`src/rtl/uart_alu_ctrl.sv`:
```
// Frame sequencer between a UART byte stream and a multi-byte ALU.
// Define UART_ALU_CTRL_TIMEOUT_EN to abort partial frames after TIMEOUT_CYC idle cycles.
module uart_alu_ctrl #(
   parameter int NB_DATA     = 8,
   parameter int NB_OP       = 6,
   parameter int N_BYTES     = 2,
   parameter int ALU_LAT     = 1,
   parameter int TIMEOUT_CYC = 1000000
) (
   input  logic                       clk,
   input  logic                       i_rst_n,
   input  logic [NB_DATA-1:0]         i_rx_data,
   input  logic                       i_rx_done,
   output logic [NB_DATA*N_BYTES-1:0] o_data_a,
   output logic [NB_DATA*N_BYTES-1:0] o_data_b,
   output logic [NB_OP-1:0]           o_op,
   output logic                       o_alu_valid,
   input  logic [NB_DATA*N_BYTES-1:0] i_result,
   output logic [NB_DATA-1:0]         o_tx_data,
   output logic                       o_tx_start,
   input  logic                       i_tx_done,
   output logic [3:0]                 o_leds,
   output logic                       o_frame_err,
   output logic                       o_overrun
);

   localparam int W     = NB_DATA * N_BYTES;
   localparam int CNT_W = (N_BYTES > 1) ? $clog2(N_BYTES) : 1;
   localparam int LAT_W = $clog2(ALU_LAT + 1);

   localparam logic [CNT_W-1:0] LAST_BYTE = CNT_W'(N_BYTES - 1);
   localparam logic [LAT_W-1:0] LAT_END   = LAT_W'(ALU_LAT);

   localparam logic [3:0] LED_RX_A = 4'b0001;
   localparam logic [3:0] LED_RX_B = 4'b0010;
   localparam logic [3:0] LED_OP   = 4'b0100;
   localparam logic [3:0] LED_BUSY = 4'b1000;

   typedef enum logic [2:0] {
      S_RX_A,
      S_RX_B,
      S_RX_OP,
      S_EXEC,
      S_TX_LOAD,
      S_TX_WAIT
   } state_t;

   state_t           state;
   logic             rx_done_q;
   logic             tx_done_q;
   logic [CNT_W-1:0] rx_cnt;
   logic [CNT_W-1:0] tx_cnt;
   logic [LAT_W-1:0] lat_cnt;
   logic [W-1:0]     shift;
   logic [W-1:0]     shift_nxt;
   logic             rx_event;
   logic             tx_event;

   // A level held high counts once: only the low-to-high transition is an event.
   assign rx_event  = i_rx_done & ~rx_done_q;
   assign tx_event  = i_tx_done & ~tx_done_q;
   assign shift_nxt = shift >> NB_DATA;

`ifdef UART_ALU_CTRL_TIMEOUT_EN
   localparam int IDLE_W = $clog2(TIMEOUT_CYC + 1);

   logic [IDLE_W-1:0] idle_cnt;
   logic              partial;
   logic              timeout;

   assign partial = (state == S_RX_B) || (state == S_RX_OP) ||
                    ((state == S_RX_A) && (rx_cnt != '0));
   assign timeout = partial && !rx_event && (idle_cnt == IDLE_W'(TIMEOUT_CYC - 1));

   always_ff @(posedge clk or negedge i_rst_n) begin
      if (!i_rst_n) begin
         idle_cnt    <= '0;
         o_frame_err <= 1'b0;
      end else begin
         o_frame_err <= timeout;
         if (rx_event || !partial || timeout) idle_cnt <= '0;
         else                                 idle_cnt <= idle_cnt + 1'b1;
      end
   end
`else
   assign o_frame_err = 1'b0;
`endif

   always_ff @(posedge clk or negedge i_rst_n) begin
      if (!i_rst_n) begin
         state       <= S_RX_A;
         rx_done_q   <= 1'b0;
         tx_done_q   <= 1'b0;
         rx_cnt      <= '0;
         tx_cnt      <= '0;
         lat_cnt     <= '0;
         shift       <= '0;
         o_data_a    <= '0;
         o_data_b    <= '0;
         o_op        <= '0;
         o_alu_valid <= 1'b0;
         o_tx_data   <= '0;
         o_tx_start  <= 1'b0;
         o_overrun   <= 1'b0;
         o_leds      <= LED_RX_A;
      end else begin
         rx_done_q   <= i_rx_done;
         tx_done_q   <= i_tx_done;
         // NOTE: pulses default low here; a later non-blocking write in the case overrides it.
         o_alu_valid <= 1'b0;
         o_tx_start  <= 1'b0;
         o_overrun   <= 1'b0;
`ifdef UART_ALU_CTRL_TIMEOUT_EN
         if (timeout) begin
            state  <= S_RX_A;
            rx_cnt <= '0;
            o_leds <= LED_RX_A;
         end else
`endif
         case (state)
            S_RX_A: begin
               if (rx_event) begin
                  o_data_a[rx_cnt*NB_DATA +: NB_DATA] <= i_rx_data;
                  if (rx_cnt == LAST_BYTE) begin
                     rx_cnt <= '0;
                     state  <= S_RX_B;
                     o_leds <= LED_RX_B;
                  end else begin
                     rx_cnt <= rx_cnt + 1'b1;
                  end
               end
            end
            S_RX_B: begin
               if (rx_event) begin
                  o_data_b[rx_cnt*NB_DATA +: NB_DATA] <= i_rx_data;
                  if (rx_cnt == LAST_BYTE) begin
                     rx_cnt <= '0;
                     state  <= S_RX_OP;
                     o_leds <= LED_OP;
                  end else begin
                     rx_cnt <= rx_cnt + 1'b1;
                  end
               end
            end
            S_RX_OP: begin
               if (rx_event) begin
                  o_op        <= i_rx_data[NB_OP-1:0];
                  o_alu_valid <= 1'b1;
                  lat_cnt     <= '0;
                  state       <= S_EXEC;
                  o_leds      <= LED_BUSY;
               end
            end
            // The launch cycle plus ALU_LAT more cycles elapse before the result is taken.
            S_EXEC: begin
               o_overrun <= rx_event;
               if (lat_cnt == LAT_END) begin
                  lat_cnt    <= '0;
                  shift      <= i_result;
                  o_tx_data  <= i_result[NB_DATA-1:0];
                  o_tx_start <= 1'b1;
                  tx_cnt     <= '0;
                  state      <= S_TX_LOAD;
               end else begin
                  lat_cnt <= lat_cnt + 1'b1;
               end
            end
            S_TX_LOAD: begin
               o_overrun <= rx_event;
               state     <= S_TX_WAIT;
            end
            S_TX_WAIT: begin
               o_overrun <= rx_event;
               if (tx_event) begin
                  if (tx_cnt == LAST_BYTE) begin
                     tx_cnt <= '0;
                     state  <= S_RX_A;
                     o_leds <= LED_RX_A;
                  end else begin
                     tx_cnt     <= tx_cnt + 1'b1;
                     shift      <= shift_nxt;
                     o_tx_data  <= shift_nxt[NB_DATA-1:0];
                     o_tx_start <= 1'b1;
                     state      <= S_TX_LOAD;
                  end
               end
            end
            default: begin
               state  <= S_RX_A;
               o_leds <= LED_RX_A;
            end
         endcase
      end
   end

endmodule
```
`config.mk`:
```
export PLATFORM = sky130hd
export DESIGN_NAME = uart_alu_ctrl
export DESIGN_NICKNAME = d
export VERILOG_FILES = /design/src/rtl/uart_alu_ctrl.sv
export SDC_FILE = /design/constraint.sdc
export NUM_CORES = 1
export LEC_CHECK = 0
export CAP_MARGIN = 25
export CORE_ASPECT_RATIO = 0.6
export CORE_UTILIZATION = 30
export CTS_CLUSTER_DIAMETER = 120
export DETAILED_ROUTE_END_ITERATION = 12
export PLACE_DENSITY = 0.53
export SYNTH_ARGS = -nofsm -noshare
export SYNTH_HDL_FRONTEND = slang
export SYNTH_SLANG_ARGS = --single-unit
```
`constraint.sdc`:
```
create_clock -name clk -period 3.1 [get_ports clk]
set_input_delay 0.62 -clock clk [delete_from_list [all_inputs] [get_ports clk]]
set_output_delay 0.62 -clock clk [all_outputs]
set_load 0.01 [all_outputs]
```
After elaboration in Yosys (flattened, before gate mapping)
Index checks and enable logic that the tools add are counted.

Memories: 0. Input bits: 28. Output and inout bits: 54. Latch bits: 0. RAM bits: 0. Register bits: 77. Word-level logic and storage cells: 97. ROM bits: 0.

Shift-type cells: 2. Magnitude comparators: 0. Mux-type cells: 42. Bitwise operators: 5. Add/sub/neg operators: 4. Eq/ne operators: 14. Reduce and logical (&&, ||, !) cells: 15. Multipliers: 0. Divide/modulo/power cells: 0.

Operators with widths (number): 16-bit 2-to-1 mux (3); 4-bit negator with 34-bit output (1); 8-bit by 34-bit variable shift with 16-bit output, first input constant (1); 8-bit by 34-bit variable part select with 16-bit output (1); 16-bit bitwise mux (2); 16-bit case mux with 2 select lines (1); 4-bit 2-to-1 mux (7); 3-bit 2-to-1 mux (8); 8-bit 2-to-1 mux (3); 4-bit case mux with 5 select lines (1); 2-bit inequality test, second input constant (9); 3-bit case mux with 6 select lines (1); 8-bit case mux with 2 select lines (1); 1-bit 2-to-1 mux (12); 2-bit AND reduction (5); 8-bit AND reduction (1); 7-bit AND reduction (1); 3-bit by 2-bit equality test with 1-bit output, second input constant (2); 3-bit equality test, second input constant (2); 1-bit case mux with 2 select lines (3); 4-bit AND reduction (1); 2-bit nonzero test (2); 2-bit OR reduction (2); 1-bit adder, second input constant (3); 6 further kinds (9).

Longest topological paths before layout
Gate-level depths: netlist (run 1).

Word-level depth: 4. Gate-level depth with buffers: 6. Depth with buffers taken out: 4.

Least setup slack after synthesis (run 1)
Ideal clock, no wire load.

Path type: input-to-reg. Start: in i_rx_done. End: reg o_op[0]. Cell stages on the path: 3. Setup time: 0.125 ns. Setup slack: 1.409 ns. Required time: 2.975 ns. Path buffers: 0. Data arrival time: 1.566 ns. Cells stage by stage: nor2b_1 > nor4b_4 > mux2_2.

Cells in the longest elaborated chain, start to end: 2.

Ends and longest elaborated chain: from (decl) (RTL line 13) `input logic i_rx_done,`; 1-bit bitwise AND (RTL line 60) `assign rx_event = i_rx_done & ~rx_done_q;`; 2-bit AND reduction (no line); to (signal assigned) (RTL line 147) `o_op <= i_rx_data[NB_OP-1:0];`; to (decl) (RTL line 16) `output logic [NB_OP-1:0] o_op,`.

No other way between the ends. A chain may end at the register's enable or synchronous reset.

Final worst setup path (run 1)
Start: in i_rx_done. End: reg o_op[2].

Same word-level chain as after synthesis.

==> results of run 1 <==
[layout by cell type, fill, tap and decap left out, types with 2 or more instances in the layout]
| master | instances |
|---|---|
| a21o_1 | 3 |
| a21oi_1 | 2 |
| bufinv_16 | 2 |
| clkbuf_1 | 2 |
| clkbuf_16 | 9 |
| clkbuf_8 | 2 |
| clkdlybuf4s50_1 | 79 |
| dfrtp_1 | 68 |
| inv_1 | 3 |
| mux2_1 | 2 |
| mux2_2 | 52 |
| nand2_1 | 20 |
| nand2b_1 | 3 |
| nand3_1 | 4 |
| nand3b_1 | 2 |
| nor2_1 | 4 |
| nor2_4 | 3 |
| nor2b_1 | 2 |
| nor3_4 | 2 |
| o21ai_0 | 10 |
[stage by stage]
step                std cells  area (um2)
global route              429        4150
detailed placement        413        3820
global placement          413        3820
finish                    429        4150
CTS                       429        4150
floorplan                 216        2960
[cells by family (layout without fill, tap and decap cells)]
| kind of cell | Yosys count | count (layout) |
|---|---|---|
| compound gates | 23 | 23 |
| xor+xnor | 1 | 1 |
| simple gates | 50 | 50 |
| other cells | 1 | 1 |
| flops | 69 | 69 |
| mux | 54 | 54 |
| buf+inv | 18 | 101 |
[report_power, final]
part	total, mW	internal [mW]	switching [mW]
logic	1.59	0.969	0.617
registers	1.56	1.28	0.274
clock network	1.12	0.749	0.372
total	4.26	3.00	1.26
[final cells by class]
cell class              instances  area, um2
flip-flops and latches         69       1730
fillers                       839       5200
repair buffers                 82        823
clock buffers                  13        260
clock inverters                 3       67.6
multi-input cells             129       1100
well taps                     130        163
inverters                       3       11.3
[registers in the layout, summed over array words and instances, names as in the netlist]
register / flops
lat_cnt: 1
o_alu_valid: 1
o_data_a: 16
o_data_b: 16
o_leds: 4
o_op: 6
o_overrun: 1
o_tx_data: 7
o_tx_start: 1
rx_cnt: 1
rx_done_q: 1
shift: 9
state: 3
tx_cnt: 1
tx_done_q: 1
[how the worst max path moves through the flow]
| stage | start | end | slack, ns |
|---|---|---|---|
| floorplan | i_rx_done | o_op[0] | 1.41 |
| global placement | i_rx_done | o_op[1] | 0.64 |
| detailed placement | i_rx_done | o_op[2] | 0.60 |
| CTS | i_rx_done | o_op[2] | 0.95 |
| global route | i_rx_done | o_op[2] | 0.81 |
| finish | i_rx_done | o_op[2] | 0.97 |
[per-layer routing]
metal	vias up	global-route usage
li1	906	-
met1	949	0.207
met2	40	0.192
met3	9	0.0505
met4	0	0.0523
met5	-	0
==> impl_metrics.json, run 1 <==
{
  "io_pins": 82,
  "worstReg2RegEnd": "o_data_b[10]",
  "routed_wire_length_per_instance_um": 15.5,
  "slew_viol_final": 0,
  "viasPerCell": 4.44,
  "ys_top_cells_by_count": "dfrtp_1, mux2_2, nand2_1, buf_4, o21ai_0",
  "final_util": 0.444,
  "clockBufferDepth": 2,
  "hold_class": "primary input to async pin",
  "synth-edff-count": 0,
  "die_area_mm2": 0.0103,
  "ant_nets": 0,
  "clock_skew_ns": 0.00375,
  "r2r-start": "state[2]",
  "synth_most_common_cell": "dfrtp_1",
  "coreArea_mm2": 0.00936,
  "dr_wl_met3_um": 357,
  "yosys_warnings": 0,
  "finalNetCount": 322,
  "cp_slowest_cell": "clkdlybuf4s50_1",
  "relSlewSlack": 0.606,
  "synth_area_leaders": "dfrtp_1, mux2_2, buf_4, nand2_1, o21ai_0",
  "place_congestion": 0.736,
  "critPathCaptureType": "flop",
  "first_global_vias": 1980,
  "synth_fa_ha_area_frac": 0,
  "finalWirelength_mm": 6.67,
  "synth.avg_cell_area_um2": 13.7,
  "die_height_um": 78.9,
  "insertion_delay_ns": 0.33,
  "start_util": 0.316,
  "cts_tree": "built",
  "crit_chain": "clkdlybuf4s50_1, nor2b_1, nor4b_4, mux2_2",
  "clk_pin_slew_ns": 0.05,
  "max_cap_viol_count": 0,
  "drt_pass1_iterations": 4,
  "syn_inst": 216,
  "worst-path-stages": 4,
  "cp_slowest_stage_delay_ns": 0.56,
  "critPathLaunchType": "primary input",
  "cts-buffers-inserted": 9,
  "ys_ff_latch": 69,
  "worst-path-buf-inv": 1,
  "antenna_found_initial": 0,
  "synth_top_cell_by_area": "dfrtp_1",
  "drt-initial-drc-count": 104,
  "worst_hold_slack_ns": 0.292,
  "worstPathArrival_ns": 2.34,
  "synth_compound_area_frac": 0.0529,
  "drive_gt1_frac": 0.278,
  "finalCritPeriodShare": 0.687,
  "wl_met2_mm": 2.80,
  "antennaDiodeCount": 0,
  "synth_area_mm2": 0.00296,
  "ys.flop_type": "dfrtp_1",
  "fmax_mhz": 470,
  "path_delay_family": "simple AND/OR/NAND/NOR gates",
  "dpl_worst_slack_ns": 0.600,
  "cts_resized": 0,
  "fin_ws_ns": 0.971,
  "finalSetupTns_ns": 0,
  "syn_to_final_growth_pct": 40.5,
  "p_leak_nw": 1.77,
  "finalSetupViolCount": 0,
  "dieWidth_um": 130,
  "muxShareOfSynthArea": 0.206,
  "postCtsSetupBuffers": 0,
  "cts_max_level": 3,
  "rsz0062_at_grt": "no",
  "synth_xor_area_frac": 0.00296,
  "grt_first_pass_wirelength_mm": 10.7,
  "hold_viol": 0,
  "m1WireLength_mm": 3.41,
  "clkSinkCount": 69,
  "drc": 0,
  "rrSetupSlack_ns": 1.08,
  "status": "finished, final reports clean",
  "grt_util_all_layers": 0.143,
  "root_buffer": "clkbuf_16",
  "vdd_ir_drop_max_uv": 337,
  "synth_top_area_share": 0.576,
  "synth_cell_types": 39,
  "worst_pin_slew_ns": 0.591,
  "layout_min_cycle_time_ns": 2.13,
  "cts-hold-fix-buffers": 0,
  "synth_nets": 244,
  "cp.required_ns": 3.31,
  "hpwl_mm": 4.59,
  "power_mw": 4.26,
  "yosys.area_share.simple": 0.109,
  "globalRoute.totalOverflow": 0,
  "grt_start_max_net_pins": 70,
  "setup.worst_path.class": "primary input to flop",
  "synth_top_family_by_area": "multiplexers",
  "powerDensity_mw_per_mm2": 1030,
  "fp-row-count": 27,
  "route.top_layer_used": "met4",
  "ys_seq_area_frac": 0.585,
  "cp_max_fo": 8,
  "portBuffers": 80,
  "reg2regPathDepth": 4,
  "vias": 1904,
  "synthArstFlopShare": 1.00
}
Power figures use the tool's default switching activity.
==> run 2: changes to the inputs <==
--- a/config.mk
+++ b/config.mk
@@ -10,7 +10,7 @@
 export CORE_UTILIZATION = 30
 export CTS_CLUSTER_DIAMETER = 120
 export DETAILED_ROUTE_END_ITERATION = 12
-export PLACE_DENSITY = 0.53
+export PLACE_DENSITY = 0.55
 export SYNTH_ARGS = -nofsm -noshare
 export SYNTH_HDL_FRONTEND = slang
 export SYNTH_SLANG_ARGS = --single-unit
==> constraint.sdc (replaced) <==
create_clock -name clk -period 1.7 [get_ports clk]
set_input_delay 0.34 -clock clk [delete_from_list [all_inputs] [get_ports clk]]
set_output_delay 0.34 -clock clk [all_outputs]
set_load 0.01 [all_outputs]
==> impl_metrics.json, run 2 (same netlist as run 1, synthesis figures left out) <==
{
  "status": "finished, final reports clean",
  "clock_skew_ns": 0.00537,
  "crit_top_cell": "mux2_2",
  "critPathCaptureType": "flop",
  "cts_max_level": 3,
  "vdd_ir_drop_max_uv": 554,
  "cp_slowest_cell": "dfrtp_2",
  "drt-initial-drc-count": 96,
  "die_area_mm2": 0.0103,
  "insertion_delay_ns": 0.33,
  "drc": 0,
  "coreArea_mm2": 0.00936,
  "rsz0062_at_grt": "no",
  "fp-row-count": 27,
  "final_cells": 448,
  "cp_slowest_stage_delay_ns": 0.46,
  "pwr-share-seq": 0.356,
  "clk_pin_slew_ns": 0.05,
  "hold_viol": 0,
  "top_regs": "o_data_a x16, o_data_b x16, shift x9",
  "place_congestion": 0.812,
  "vias": 1979,
  "dieWidth_um": 130,
  "hpwl_mm": 4.72,
  "start_util": 0.316,
  "finalSetupViolCount": 0,
  "final_common_cell": "clkdlybuf4s50_1",
  "p_leak_nw": 1.87,
  "grt_util_all_layers": 0.143,
  "cts-hold-fix-buffers": 0,
  "cts-buffers-inserted": 9,
  "dp_cells": 432,
  "grt_start_max_net_pins": 70,
  "finalCritPeriodShare": 0.972,
  "antenna_found_initial": 0,
  "routed_wire_length_per_instance_um": 14.8,
  "critPathLaunchType": "flop",
  "clockBufferDepth": 2,
  "stdcell_area_mm2": 0.00432,
  "cp.required_ns": 1.91,
  "fmax_mhz": 605,
  "switchingPower_mw": 2.32,
  "syn_to_final_growth_pct": 46.2,
  "ant_nets": 0,
  "clkPwrFrac": 0.241,
  "powerDensity_mw_per_mm2": 1800,
  "antennaDiodeCount": 0,
  "worst-path-buf-inv": 0,
  "finalWirelength_mm": 6.64,
  "max_cap_viol_count": 0,
  "crit_chain": "and3b_2, mux2_2, mux2_2",
  "cp_max_fo": 9,
  "drive_gt1_frac": 0.340,
  "finalNetCount": 341,
  "cts_tree": "built",
  "die_height_um": 78.9,
  "final_util": 0.462,
  "viasPerCell": 4.42,
  "power_mw": 7.80,
  "path_delay_family": "multiplexers",
  "p_int_mw": 5.47,
  "power_frac_comb": 0.404,
  "setup.worst_path.class": "flop to flop",
  "final_cell_mix": "clkdlybuf4s50_1, dfrtp_1, mux2_2, nand2_1, buf_4",
  "slew_viol_final": 0,
  "globalRoute.totalOverflow": 0,
  "grt_first_pass_wirelength_mm": 10.5,
  "worstPathArrival_ns": 1.86,
  "fillCellCount": 870,
  "root_buffer": "clkbuf_16",
  "hold_class": "primary input to async pin",
  "place_area_mm2": 0.00399,
  "first_global_vias": 1927,
  "io_pins": 82,
  "p_sw_frac": 0.298,
  "clkSinkCount": 69,
  "layout_min_cycle_time_ns": 1.65,
  "drt_pass1_iterations": 4,
  "portBuffers": 80
}
==> run 2: cell type report <==
| class | instances | area, um2 | share of cell area |
|---|---|---|---|
| Timing Repair Buffer | 101 | 990 | 0.229 |
| Multi-Input combinational cell | 129 | 1120 | 0.260 |
| Clock inverter | 4 | 47.5 | 0.0110 |
| Inverter | 3 | 11.3 | 0.00261 |
| Clock buffer | 12 | 256 | 0.0594 |
| Tap cell | 130 | 163 | 0.0376 |
| Sequential cell | 69 | 1730 | 0.400 |
==> run 2: metrics by stage <==
| step | hold WS (ns) | TNS (ns) | worst slack (ns) |
|---|---|---|---|
| floorplan | 0.0444 | 0 | 0.110 |
| detailed placement | 0.392 | -8.09 | -0.276 |
| global placement | 0.392 | -7.99 | -0.251 |
| global route | 0.0549 | 0 | 0.00117 |
| CTS | 0.0307 | 0 | 0.0473 |
| finish | 0.0218 | 0 | 0.0479 |
==> run 2: what timing repair did <==
item	4_1_cts	5_1_grt
endpoints found under the setup margin	3	18
buffers inserted	0	0
resized for setup	2	6
==> run 2: worst paths after layout <==
path / from / endpoint / slack [ns] / cells after the start
max: state[1] / o_tx_data[6] / 0.05 / 3
min: i_rst_n / o_tx_start / 0.02 / 2
max reg2reg: state[1] / o_tx_data[6] / 0.05 / 3
min reg2reg: o_leds[2] / o_leds[2] / 0.48 / 1
max in group asynchronous: i_rst_n / o_leds[0] / 1.35 / 2
min in group clk: o_leds[2] / o_leds[2] / 0.48 / 1
==> run 2: layer usage <==
metal / up-vias / wire length, um / GRT usage
met1: 970 / 3380 / 0.213
met3: 8 / 426 / 0.0539
met2: 57 / 2730 / 0.178
met5: - / 0 / 0
met4: 0 / 107 / 0.0628
li1: 944 / - / -
==> run 2: power groups by stage <==
stage	sequential, mW	clock, mW	combinational (mW)
global route	2.88	2.01	3.38
global placement	2.79	0	3.15
detailed placement	2.78	0	3.18
CTS	2.77	1.95	3.19
finish	2.77	1.88	3.15
floorplan	2.92	0	1.51
==> run 2: worst register-to-register path: stages (launching register included) <==
cell and delay [ns]:
dfrtp_2 0.46, and3b_2 0.44, mux2_2 0.39, mux2_2 0.26
==> run 3: changes to the inputs <==
--- a/config.mk
+++ b/config.mk
@@ -7,10 +7,12 @@
 export LEC_CHECK = 0
 export CAP_MARGIN = 25
 export CORE_ASPECT_RATIO = 0.6
+export CORE_MARGIN = 3
 export CORE_UTILIZATION = 30
 export CTS_CLUSTER_DIAMETER = 120
 export DETAILED_ROUTE_END_ITERATION = 12
 export PLACE_DENSITY = 0.55
+export SLEW_MARGIN = 20
 export SYNTH_ARGS = -nofsm -noshare
 export SYNTH_HDL_FRONTEND = slang
 export SYNTH_SLANG_ARGS = --single-unit
==> impl_metrics.json, run 3 (same netlist as run 1, synthesis figures left out) <==
{
  "setup.worst_path.class": "flop to flop",
  "power_mw": 7.85,
  "critPathLaunchType": "flop",
  "worst_hold_slack_ns": 0.00611,
  "place_congestion": 0.841,
  "hpwl_mm": 5.03,
  "vdd_ir_drop_max_uv": 626,
  "clockBufferDepth": 2,
  "die_height_um": 82.9,
  "final_common_cell": "clkdlybuf4s50_1",
  "p_leak_nw": 1.87,
  "finalWirelength_mm": 6.92,
  "antennaDiodeCount": 0,
  "top_regs": "o_data_a x16, o_data_b x16, shift x9",
  "layout_min_cycle_time_ns": 1.64,
  "insertion_delay_ns": 0.33,
  "vias": 1979,
  "coreArea_mm2": 0.00939,
  "dieWidth_um": 134,
  "grt_first_pass_wirelength_mm": 11.6,
  "drt_pass1_iterations": 4,
  "cts-buffers-inserted": 9,
  "clk_pin_slew_ns": 0.05,
  "portBuffers": 80,
  "start_util": 0.315,
  "hold_class": "primary input to async pin",
  "drc": 0,
  "io_pins": 82,
  "globalRoute.totalOverflow": 0,
  "finalSetupViolCount": 0,
  "syn_to_final_growth_pct": 46.0,
  "cp.required_ns": 1.91,
  "postCtsSetupBuffers": 0,
  "slew_viol_final": 0,
  "root_buffer": "clkbuf_16",
  "fmax_mhz": 611,
  "clock_skew_ns": 0.00579,
  "ant_nets": 0,
  "cts-hold-fix-buffers": 0,
  "worstPathArrival_ns": 1.84,
  "status": "finished, final reports clean",
  "grt_start_max_net_pins": 70,
  "fp-row-count": 27,
  "finalNetCount": 343,
  "powerDensity_mw_per_mm2": 1820,
  "first_global_vias": 2127,
  "die_area_mm2": 0.0111,
  "finalCritPeriodShare": 0.963,
  "clkSinkCount": 69,
  "hold_viol": 0,
  "rsz0062_at_grt": "yes",
  "grt_util_all_layers": 0.135,
  "antenna_found_initial": 0,
  "cts_tree": "built",
  "drt-initial-drc-count": 75,
  "cp_max_fo": 7,
  "max_cap_viol_count": 0,
  "final_cell_mix": "clkdlybuf4s50_1, dfrtp_1, mux2_2, nand2_1, buf_4",
  "critPathCaptureType": "flop",
  "viasPerCell": 4.42,
  "routed_wire_length_per_instance_um": 15.4,
  "cts_max_level": 3,
  "drive_gt1_frac": 0.330
}
## run 3: cell types whose count changed in the layout (fill, tap and decap cells not counted), sizes merged
cell      change
buf           +2
clkinv        -2
bufinv        +1
clkinvlp      -1
## run 3: what timing repair did
action                                  4_1_cts  5_1_grt
endpoints found under the hold margin         0        0
resized for setup                             2        4
endpoints found under the setup margin        5       28
pin swaps                                     0        1
## run 3: report_power, final
group | internal [mW] | switching (mW)
logic | 1.92 | 1.24
clock network | 1.27 | 0.632
registers | 2.34 | 0.441
total | 5.54 | 2.31
## run 3: path summary, 6_finish.rpt
| check | start | to | slack, ns | cells past startpoint |
|---|---|---|---|---|
| setup / recovery | state[1] | o_data_a[14] | 0.06 | 5 |
| hold reg to reg | o_leds[3] | o_leds[3] | 0.48 | 1 |
| min in group clk | o_leds[3] | o_leds[3] | 0.48 | 1 |
| hold / removal | i_rst_n | o_tx_start | 0.006 | 2 |
| setup reg to reg | state[1] | o_data_a[14] | 0.06 | 5 |
| max in group asynchronous | i_rst_n | o_leds[0] | 1.35 | 2 |
## run 3: final cells by class
cell class	instances	area, um2
fill	889	5080
timing repair buffer	103	1010
sequential	69	1730
clock inverter	2	60.1
tap	130	163
multi-input combinational	129	1110
inverter	3	11.3
clock buffer	12	236
## run 3: worst max-delay path: stages, from the launching register on
cell and delay (ns):
dfrtp_2 0.46, nor3_2 0.24, buf_4 0.15, nand3_1 0.15, buf_4 0.23, mux2_2 0.28
## run 3: metal layers
metal,up-vias,part of all wire,track usage
li1,947,-,-
met1,976,0.52,0.199
met2,51,0.41,0.180
met3,5,0.061,0.0605
met4,0,0.0077,0.0305
met5,-,0,0
## run 3: through the flow
step / cells / cell area [um2] / TNS, ns / worst slack (ns) / utilization
after floorplan: 216 / 2960 / 0 / 0.110 / -
after global placement: 434 / 4010 / -9.35 / -0.279 / 0.427
after detailed placement: 434 / 4010 / -10.11 / -0.326 / 0.427
after CTS: 448 / 4300 / 0 / 0.0184 / 0.458
after global routing: 448 / 4320 / -0.00213 / -0.00213 / 0.459
final: 448 / 4320 / 0 / 0.0630 / 0.459
